===== config.mk =====
export PLATFORM = sky130hd
export DESIGN_NAME = uart_tx_cfg
export DESIGN_NICKNAME = d
export VERILOG_FILES = /design/src/rtl/uart_tx_cfg.sv
export SDC_FILE = /design/constraint.sdc
export NUM_CORES = 1
export LEC_CHECK = 0
export BUFFER_PORTS_ARGS = -buffer_cell sky130_fd_sc_hd__buf_2
export CAP_MARGIN = 40
export CORE_MARGIN = 4
export CORE_UTILIZATION = 45
export CTS_BUF_LIST = sky130_fd_sc_hd__clkbuf_16
export DETAILED_ROUTE_END_ITERATION = 10
export PLACE_DENSITY = 0.73
export SLEW_MARGIN = 20
export SYNTH_ARGS = -nofsm -noshare
export SYNTH_HDL_FRONTEND = slang
export SYNTH_SLANG_ARGS = --single-unit

===== constraint.sdc =====
create_clock -name clk -period 2.9 [get_ports clk]
set_input_delay 0.435 -clock clk [delete_from_list [all_inputs] [get_ports clk]]
set_output_delay 0.435 -clock clk [all_outputs]
set_load 0.05 [all_outputs]

===== src/rtl/uart_tx_cfg.sv =====
// Configurable UART transmitter: 1..NB_DATA data bits, none/even/odd parity, 1 or 2 stop bits.
// A one-deep holding register with a valid/ready handshake lets frames run back to back.
module uart_tx_cfg #(
  parameter int NB_DATA    = 8,
  parameter int OVERSAMPLE = 16
) (
  input  logic                           clk,
  input  logic                           i_rst_n,
  input  logic                           i_tick,
  input  logic                           i_valid,
  output logic                           o_ready,
  input  logic [NB_DATA-1:0]             i_data,
  input  logic [$clog2(NB_DATA+1)-1:0]   i_nbits,
  input  logic [1:0]                     i_parity,
  input  logic                           i_stop2,
  output logic                           o_data,
  output logic                           o_busy,
  output logic                           o_txdone
);

  localparam int NW = $clog2(NB_DATA + 1);
  localparam int CW = $clog2(2 * OVERSAMPLE);

  localparam logic [2:0] IDLE   = 3'd0;
  localparam logic [2:0] START  = 3'd1;
  localparam logic [2:0] DATA   = 3'd2;
  localparam logic [2:0] PARITY = 3'd3;
  localparam logic [2:0] STOP   = 3'd4;

  localparam logic [CW-1:0] OS_LAST    = CW'(OVERSAMPLE - 1);
  localparam logic [CW-1:0] STOP2_LAST = CW'(2 * OVERSAMPLE - 1);
  localparam logic [NW-1:0] NB_MAX     = NW'(NB_DATA);

  function automatic logic parity_xor(input logic [NB_DATA-1:0] d, input logic [NW-1:0] n);
    logic x;
    x = 1'b0;
    for (int unsigned i = 0; i < NB_DATA; i++) begin
      if (NW'(i) < n) x = x ^ d[i];
    end
    return x;
  endfunction

  logic [2:0]         state;
  logic [CW-1:0]      tick_cnt;
  logic [NW-1:0]      bit_cnt;
  logic [NB_DATA-1:0] shift;
  logic [NB_DATA-1:0] shift_nx;
  logic [NW-1:0]      f_nbits;
  logic               f_par_en;
  logic               f_par_bit;
  logic               f_stop2;

  logic [NB_DATA-1:0] hold_data;
  logic [NW-1:0]      hold_nbits;
  logic [1:0]         hold_parity;
  logic               hold_stop2;
  logic               hold_valid;

  logic               xfer;
  logic               bypass;
  logic               bit_end;
  logic               stop_done;
  logic               load_now;
  logic [NB_DATA-1:0] ld_data;
  logic [NW-1:0]      ld_nbits;
  logic [1:0]         ld_parity;
  logic               ld_stop2;
  logic [NW-1:0]      ld_nb_eff;
  logic               ld_par_en;
  logic               ld_par_bit;

  assign o_ready  = !hold_valid;
  assign o_busy   = (state != IDLE) || hold_valid;
  assign xfer     = i_valid && o_ready;
  assign shift_nx = shift >> 1;

  // A word offered while idle goes straight to the shifter and never occupies hold.
  assign bypass    = (state == IDLE) && !hold_valid && xfer;
  assign bit_end   = (tick_cnt == (((state == STOP) && f_stop2) ? STOP2_LAST : OS_LAST));
  assign stop_done = (state == STOP) && i_tick && bit_end;
  assign load_now  = ((state == IDLE) && (xfer || hold_valid)) || (stop_done && hold_valid);

  always_comb begin
    ld_data   = hold_valid ? hold_data   : i_data;
    ld_nbits  = hold_valid ? hold_nbits  : i_nbits;
    ld_parity = hold_valid ? hold_parity : i_parity;
    ld_stop2  = hold_valid ? hold_stop2  : i_stop2;
    ld_nb_eff = ((ld_nbits == '0) || (ld_nbits > NB_MAX)) ? NB_MAX : ld_nbits;
    ld_par_en = (ld_parity == 2'b01) || (ld_parity == 2'b10);
    ld_par_bit = parity_xor(ld_data, ld_nb_eff) ^ (ld_parity == 2'b10);
  end

  always_ff @(posedge clk or negedge i_rst_n) begin
    if (!i_rst_n) begin
      hold_valid  <= 1'b0;
      hold_data   <= '0;
      hold_nbits  <= '0;
      hold_parity <= '0;
      hold_stop2  <= 1'b0;
    end else if (xfer && !bypass) begin
      hold_valid  <= 1'b1;
      hold_data   <= i_data;
      hold_nbits  <= i_nbits;
      hold_parity <= i_parity;
      hold_stop2  <= i_stop2;
    end else if (load_now && hold_valid) begin
      hold_valid  <= 1'b0;
    end
  end

  always_ff @(posedge clk or negedge i_rst_n) begin
    if (!i_rst_n) begin
      state     <= IDLE;
      tick_cnt  <= '0;
      bit_cnt   <= '0;
      shift     <= '0;
      f_nbits   <= '0;
      f_par_en  <= 1'b0;
      f_par_bit <= 1'b0;
      f_stop2   <= 1'b0;
      o_data    <= 1'b1;
      o_txdone  <= 1'b0;
    end else begin
      o_txdone <= 1'b0;
      if ((state != IDLE) && i_tick) begin
        if (!bit_end) begin
          tick_cnt <= tick_cnt + 1'b1;
        end else begin
          tick_cnt <= '0;
          case (state)
            START: begin
              state  <= DATA;
              o_data <= shift[0];
            end
            DATA: begin
              if (bit_cnt == f_nbits - NW'(1)) begin
                bit_cnt <= '0;
                state   <= f_par_en ? PARITY : STOP;
                o_data  <= f_par_en ? f_par_bit : 1'b1;
              end else begin
                bit_cnt <= bit_cnt + 1'b1;
                shift   <= shift_nx;
                o_data  <= shift_nx[0];
              end
            end
            PARITY: begin
              state  <= STOP;
              o_data <= 1'b1;
            end
            STOP: begin
              o_txdone <= 1'b1;
              state    <= IDLE;
              o_data   <= 1'b1;
            end
            default: begin
              state  <= IDLE;
              o_data <= 1'b1;
            end
          endcase
        end
      end
      // Loading a frame overrides the stop-to-idle move above, giving a gapless restart.
      if (load_now) begin
        state     <= START;
        o_data    <= 1'b0;
        tick_cnt  <= '0;
        bit_cnt   <= '0;
        shift     <= ld_data;
        f_nbits   <= ld_nb_eff;
        f_par_en  <= ld_par_en;
        f_par_bit <= ld_par_bit;
        f_stop2   <= ld_stop2;
      end
    end
  end

endmodule

==> results of run 1 <==
==> per-layer routing <==
layer  routed length (um)  up-vias  GRT usage  share of wire
met5                    0        -          0              0
met4                   35        0    0.02492         0.0070
met3                  222        6    0.04605          0.044
met2                 2441       43     0.2769           0.49
met1                 2307      928     0.2328           0.46
li1                     -      918          -              -
==> cell usage in the layout (no fill, tap or decap), types with 9 or more instances in the layout <==
master	n
nor2_1	16
buf_2	22
mux2i_1	9
xnor2_1	12
mux2_2	21
a21oi_1	17
buf_4	9
o21ai_0	13
dfrtp_1	44
nand2_1	20
==> registers in the layout (all words and copies together) (netlist names), 2 cells and up <==
name and flops:
hold_data 8, shift 8, tick_cnt 5, bit_cnt 4, f_nbits 4, hold_nbits 4
state 3, hold_parity 2
==> final timing paths <==
kind | startpoint | slack [ps] | depth (start not counted) | endpoint
max | state[1] | 410 | 7 | shift[0]
min | i_rst_n | 110 | 1 | f_nbits[3]
max reg2reg | state[1] | 410 | 7 | shift[0]
min reg2reg | hold_data[6] | 510 | 1 | hold_data[6]
max in group asynchronous | i_rst_n | 2220 | 2 | o_data
min in group clk | i_data[2] | 390 | 2 | hold_data[2]
==> area by class of cell <==
type                       count  area, um^2  share of cell area
multi-input combinational    176        1239              0.4390
sequential                    45        1127              0.3996
timing repair buffer          32       197.7             0.07007
clock buffer                   5       125.1             0.04435
tap                           70       87.58             0.03104
inverter                       7       26.28            0.009313
clock inverter                 3       18.77            0.006652
==> power breakdown <==
part / total [mW] / switching, mW / internal (mW)
Combinational: 1.33 / 0.620 / 0.712
Clock: 0.551 / 0.235 / 0.316
Sequential: 1.08 / 0.190 / 0.886
Total: 2.96 / 1.05 / 1.91
==> kinds of logic after synthesis <==
group / after synthesis
muxes: 30
AOI/OAI and AO/OA: 51
xor gates and xnor gates: 15
and+or+nand+nor: 76
adders and majority gates: 4
DFF: 45
buffers and inverters: 16
==> results.toml, run 1 <==
[clock_network]
cts_buffers = 5
htree_levels = 2
root_buffer = "clkbuf_16"
clkSinkCount = 45
clk-insertion-delay-late_ps = 290
cts_resized = 0
cts.path.max_buffers = 2
cts_setup_buffers = 0
cts_tree = "yes"
path_clk_slew_ps = 60
cts_hold_buf = 0

[finish]
antenna_cells = 0
final_cells = 338
areaGrowthSynthToFinish_pct = 15.76
finalInstanceArea_um2 = 2821
drive_gt1_frac = 0.2463
fillCellCount = 437
nets = 290
fin_util = 0.5455

[critical_path]
cp_num_buf_inv = 0
crit_family = "simple AND/OR/NAND/NOR gates"
path_cells = "and4bb_1 > xor2_1 > or4_4 > or2_1 > and2_0 > a211oi_1 > a21oi_1"
startpoint_type = "flip-flop"
cp_slowest_cell = "or4_4"
cp_max_fo = 11
endpoint_kind = "flip-flop"
worstPathArrival_ps = 2650
cp_slowest_stage_delay_ps = 550
worstSetupPathType = "reg -> reg"
cp.required_ps = 3060

[synthesis]
synth_seq_area_share = 0.4625
synth_top_area_share = 0.4517
synth_top_family_by_area = "simple AND/OR/NAND/NOR gates"
synth_cells = 237
synth_ff_type = "dfrtp_1"
synth_fa_ha_area_frac = 0.02053
syn-num-nets = 260
synth_simple_gate_area_frac = 0.1658
yosysTopAreaCell = "dfrtp_1"
synth_mux_area_frac = 0.1340
synth_xor_area_frac = 0.05955
synth_area_um2 = 2437
synth-edff-count = 0
synth-seq-cells = 45
ys_types = 47
synth_area_leaders = "dfrtp_1 45%, mux2_2 9.7%, xnor2_1 4.3%, mux2i_1 3.7%, a21oi_1 3.5%"
async_flop_share = 1.000
ys_warn_count = 0
synth_compound_area_frac = 0.1263
synthTopCellsByCount = "44 x dfrtp_1, 21 x mux2_2, 20 x nand2_1"
synth_area_per_cell_um2 = 10.28
yosys.cell_count.top_type = "dfrtp_1"

[placement]
port_buffers = 22
placed_area_um2 = 2678
place.gp.congestion = 0.8151
dpl.hpwl_um = 3713
dp_slack_ps = 467.3
dp.cells = 330

[timing]
clock_skew_ps = 5.652
rsz0062_at_grt = "false"
max_freq_mhz = 402.0
setup_slack_ps = 412.6
finalSetupTns_ps = 0
hold_viol = 0
fin_crit_ps = 2487
worst_pin_slew_ps = 538.1
slew_headroom = 0.6405
hold_ws_ps = 105.2
slew_viol_final = 0
period_share = 0.8577
setup_violations = 0

[detailed_routing]
drt_iter0_drc = 121
antenna_left = 0
firstDrtPassIters = 4
wl_per_cell_um = 14.81
finalWirelength_um = 5006
vias = 1895
drc = 0
drt-vias-per-instance = 5.607

[power_and_ir_drop]
cellPowerDensity_nw_per_um2 = 1049
vdd.ir_drop.worst_mv = 0.5787
leakage_nw = 1.266
total_power_mw = 2.959

[die]
die_w_um = 81.60
dieHeight_um = 81.60
row_count = 26
fp.dieArea_um2 = 6658
core_area_um2 = 5172
start_util = 0.4712
io_pins = 23

[global_route]
antenna_found_initial = 0
grt_max_degree = 26
track_usage = 0.1699
grt_first_pass_wirelength_um = 8804
overflow = 0
grt_pass1_vias = 1898

[hold_path]
worstHoldPathType = "in -> async"

[run]
cap_viol_max_count = 0

[run_status]
outcome = "finished clean"
No activity file was read; power rests on OpenSTA's default activity.
==> run 2: changes to the inputs <==
--- a/config.mk
+++ b/config.mk
@@ -8,10 +8,10 @@
 export BUFFER_PORTS_ARGS = -buffer_cell sky130_fd_sc_hd__buf_2
 export CAP_MARGIN = 40
 export CORE_MARGIN = 4
-export CORE_UTILIZATION = 45
+export CORE_UTILIZATION = 50
 export CTS_BUF_LIST = sky130_fd_sc_hd__clkbuf_16
 export DETAILED_ROUTE_END_ITERATION = 10
-export PLACE_DENSITY = 0.73
+export PLACE_DENSITY = 0.79
 export SLEW_MARGIN = 20
 export SYNTH_ARGS = -nofsm -noshare
 export SYNTH_HDL_FRONTEND = slang
==> results.toml, run 2 (synthesis gave the netlist of run 1 again) <==
[finish]
areaGrowthSynthToFinish_pct = 16.68
final_common_cell = "dfrtp_1"
nets = 291
drive_gt1_frac = 0.2454
reg.largest.list = "hold_data: 8 flops, shift: 8 flops, tick_cnt: 5 flops"
antenna_cells = 0
layout_common_cells = "44 x dfrtp_1, 22 x buf_2, 21 x mux2_2"

[power_and_ir_drop]
pwr-share-clk = 0.204
leakage_nw = 1.287
vdd.ir_drop.worst_mv = 0.7000
p_sw_mw = 1.022
switching_share = 0.3380
p_int_mw = 2.001
total_power_mw = 3.023
pwr-share-comb = 0.440
cellPowerDensity_nw_per_um2 = 1063
seqPwrFrac = 0.356

[clock_network]
clk-insertion-delay-late_ps = 280
cts_resized = 0
cts_tree = "yes"
clkSinkCount = 45
htree_levels = 2
root_buffer = "clkbuf_16"
path_clk_slew_ps = 60
cts.path.max_buffers = 2
cts_hold_buf = 0
cts_setup_buffers = 0
cts_buffers = 5

[detailed_routing]
firstDrtPassIters = 6
drt-vias-per-instance = 5.458
wl_per_cell_um = 14.40
antenna_left = 0
drt_iter0_drc = 133
drc = 0
vias = 1834
finalWirelength_um = 4839

[critical_path]
cp_slowest_cell = "dfrtp_1"
cp_max_fo = 14
endpoint_kind = "flip-flop"
startpoint_type = "flip-flop"
worstSetupPathType = "reg -> reg"
worstPathArrival_ps = 2660
crit_family = "XOR/XNOR gates"
cp_common_cell = "xnor2_1"
path_cells = "or3b_2 > and2_1 > o21ai_1 > xnor2_1 > xnor3_1 > xnor2_1 > o21ai_0"
cp_num_buf_inv = 0
cp_slowest_stage_delay_ps = 690
cp.required_ps = 3100

[timing]
clock_skew_ps = 3.535
slew_headroom = 0.6271
period_share = 0.8483
fin_crit_ps = 2460
rsz0062_at_grt = "false"
setup_violations = 0
max_freq_mhz = 406.5
worst_pin_slew_ps = 559.4
finalSetupTns_ps = 0
slew_viol_final = 0
hold_viol = 0

[global_route]
busiest_layer = "met2"
grt_pass1_vias = 1816
grtUsageMet3 = 0.04524
grt_first_pass_wirelength_um = 8273
overflow = 0
use_met2 = 0.2920
grt_max_degree = 27
antenna_found_initial = 0
use_met1 = 0.2168
track_usage = 0.1748

[die]
core_area_um2 = 4723
fp.dieArea_um2 = 6056
row_count = 25
dieHeight_um = 77.82
io_pins = 23
start_util = 0.5160
die_w_um = 77.82

[hold_path]
worstHoldPathType = "in -> async"

[placement]
dpl.hpwl_um = 3596
place.gp.congestion = 0.7892
port_buffers = 22

[run]
cap_viol_max_count = 0

[run_status]
outcome = "finished clean"
==> run 2: cell types whose count changed in the layout (fill, tap and decap cells not counted) <==
cell	previous run	this run
buf_4	9	10
bufinv_16	0	1
clkinv_1	1	2
clkinvlp_4	2	0
==> run 2: path summary, 6_finish.rpt <==
check,to,slack [ps],cells after the start,startpoint
hold reg to reg,f_par_bit,500,2,f_par_bit
setup reg to reg,f_par_bit,440,7,hold_valid
max in group asynchronous,hold_data[3],2300,2,i_rst_n
hold / removal,bit_cnt[3],110,1,i_rst_n
min in group clk,hold_data[6],400,2,i_data[6]
setup / recovery,f_par_bit,440,7,hold_valid
==> run 2: per-layer routing <==
| metal | share of wire | wire (um) |
|---|---|---|
| met3 | 0.041 | 196 |
| met5 | 0 | 0 |
| met2 | 0.49 | 2384 |
| met4 | 0.018 | 87 |
| met1 | 0.45 | 2171 |
==> run 2: per-stage QoR <==
step                      hold slack (ps)  instances    util  area [um^2]  worst slack [ps]
after floorplan                     139.4        237       -         2437             582.7
after global placement              465.5        326  0.5619         2654             501.8
after detailed placement            420.2        328  0.5677         2681             446.2
after CTS                           118.8        336  0.6021         2844             432.2
after global routing                140.6        336  0.6021         2844             282.4
final                               106.9        336  0.6021         2844             439.8
==> run 2: power groups by stage <==
stage / clock [mW] / sequential, mW / combinational, mW
after floorplan: 0 / 1.03 / 1.07
after global placement: 0 / 1.07 / 1.29
after detailed placement: 0 / 1.09 / 1.33
after CTS: 0.637 / 1.08 / 1.35
after global routing: 0.673 / 1.11 / 1.48
final: 0.618 / 1.08 / 1.33
==> run 2: final cells by class <==
type / instances / area (um^2)
clock buffers: 5 / 125.1
clock inverters: 3 / 37.54
fillers: 392 / 1879
inverters: 7 / 26.28
multi-input cells: 176 / 1239
flip-flops and latches: 45 / 1127
well taps: 67 / 83.83
repair buffers: 33 / 205.2
==> run 3: changes to the inputs <==
--- a/config.mk
+++ b/config.mk
@@ -11,7 +11,7 @@
 export CORE_UTILIZATION = 50
 export CTS_BUF_LIST = sky130_fd_sc_hd__clkbuf_16
 export DETAILED_ROUTE_END_ITERATION = 10
-export PLACE_DENSITY = 0.79
+export PLACE_DENSITY = 0.82
 export SLEW_MARGIN = 20
 export SYNTH_ARGS = -nofsm -noshare
 export SYNTH_HDL_FRONTEND = slang
==> constraint.sdc (replaced) <==
create_clock -name clk -period 2 [get_ports clk]
set_input_delay 0.3 -clock clk [delete_from_list [all_inputs] [get_ports clk]]
set_output_delay 0.3 -clock clk [all_outputs]
set_load 0.05 [all_outputs]
==> results.toml, run 3 (synthesis gave the netlist of run 1 again) <==
[critical_path]
r2r_start = "hold_valid"
cp.required_ps = 2170
rr_endpoint = "f_par_bit"
worstSetupPathType = "reg -> reg"
endpoint_kind = "flip-flop"
r2r_setup_slack_ps = -180
cp_max_fo = 4
worstPathArrival_ps = 2350
startpoint_type = "flip-flop"
reg2reg_depth = 7

[detailed_routing]
vias = 2194
firstDrtPassIters = 4
drt-vias-per-instance = 5.743
drt_iter0_drc = 159
finalWirelength_um = 6709
antenna_left = 0
drc = 0
wl_per_cell_um = 17.56

[power_and_ir_drop]
total_power_mw = 5.324
cellPowerDensity_nw_per_um2 = 1540
vdd.ir_drop.worst_mv = 1.046
leakage_nw = 1.568

[placement]
port_buffers = 22
placed_area_um2 = 2899
place.gp.congestion = 0.8709
dpl.hpwl_um = 3806

[clock_network]
htree_levels = 2
cts_tree = "yes"
root_buffer = "clkbuf_16"
cts.path.max_buffers = 2
clkSinkCount = 45
path_clk_slew_ps = 60
cts_buffers = 5
clk-insertion-delay-late_ps = 290

[timing]
clock_skew_ps = 4.572
hold_viol = 0
finalSetupTns_ps = -603.0
slew_viol_final = 0
max_freq_mhz = 459.0
rsz0062_at_grt = "true"
setup_violations = 9
worst_pin_slew_ps = 579.8
slew_headroom = 0.6135
fin_crit_ps = 2179
setup_slack_ps = -178.6
period_share = 1.089

[global_route]
grt_pass1_vias = 2129
antenna_found_initial = 0
overflow = 0
grt_max_degree = 46
track_usage = 0.2074
grt_first_pass_wirelength_um = 10020

[die]
dieHeight_um = 77.82
die_w_um = 77.82
core_area_um2 = 4723
fp.dieArea_um2 = 6056
start_util = 0.5160
row_count = 25
io_pins = 23

[run]
cap_viol_max_count = 0

[finish]
areaGrowthSynthToFinish_pct = 41.79
multi_input_area_um2 = 1473
fin_util = 0.7317
finalInstanceArea_um2 = 3456
layout_common_cells = "46 x buf_4, 43 x dfrtp_1, 22 x buf_2"
reg.largest.list = "hold_data: 8 flops, shift: 8 flops, tick_cnt: 5 flops"
regArea_um2 = 1129
nets = 337
final_common_cell = "buf_4"
fillCellCount = 298
drive_gt1_frac = 0.4984
antenna_cells = 0

[run_status]
violations = "setup timing"
outcome = "finished with violations"

[hold_path]
worstHoldPathType = "in -> async"
==> run 3: cell count changes in the layout (fill, tap and decap cells not counted), sizes merged <==
cell	before	now
clkinv	2	1
or2	1	2
inv	7	9
buf	33	77
==> run 3: worst max-delay path by stage <==
stage	start	endpoint	slack, ps	cells past startpoint
6_report	hold_valid	f_par_bit	-180	7
3_5_place_dp	state[1]	shift[4]	-160	7
2_1_floorplan	state[2]	shift[0]	-140	8
4_1_cts	hold_valid	f_par_bit	-210	7
3_3_place_gp	hold_valid	f_par_bit	-90	7
5_1_grt	hold_valid	f_par_bit	-240	9
==> run 3: timing repair <==
item	CTS	global route
gates resized for setup	25	44
setup endpoints to repair	13	21
hold buffers	0	0
setup buffers	9	8
pin swaps	21	23
gates cloned	0	2
==> run 3: report_power, final <==
part	internal (mW)	switching (mW)
Clock	0.581	0.353
Sequential	1.29	0.272
Combinational	1.52	1.31
Total	3.39	1.93
==> run 3: worst max-delay path: stages (launching register included) <==
cell	delay [ps]
dfrtp_2	410
or3b_2	470
a21oi_2	150
nor3_1	70
nor3b_1	220
xnor3_1	440
xnor2_1	200
o21ai_1	90
==> run 3: routing by layer <==
metal | vias up | share of wire | track usage
li1 | 1007 | - | -
met1 | 1096 | 0.39 | 0.2517
met2 | 75 | 0.54 | 0.3673
met3 | 16 | 0.050 | 0.03596
met4 | 0 | 0.022 | 0.07295
met5 | - | 0 | 0
==> run 3: metrics by stage <==
step	hold WS [ps]	instances	setup WS (ps)
finish	85.40	382	-178.6
global route	145.0	382	-239.3
CTS	119.7	372	-213.5
detailed placement	418.0	356	-156.3
global placement	418.7	356	-92.68
floorplan	4.409	237	-136.3
==> run 3: final cells by class <==
class / count / area share
clock inverter: 3 / 0.01086
tap: 67 / 0.02426
inverter: 7 / 0.009776
sequential: 45 / 0.3266
timing repair inverter: 1 / 0.002534
clock buffer: 5 / 0.03621
timing repair buffer: 77 / 0.1636
multi-input combinational: 177 / 0.4261
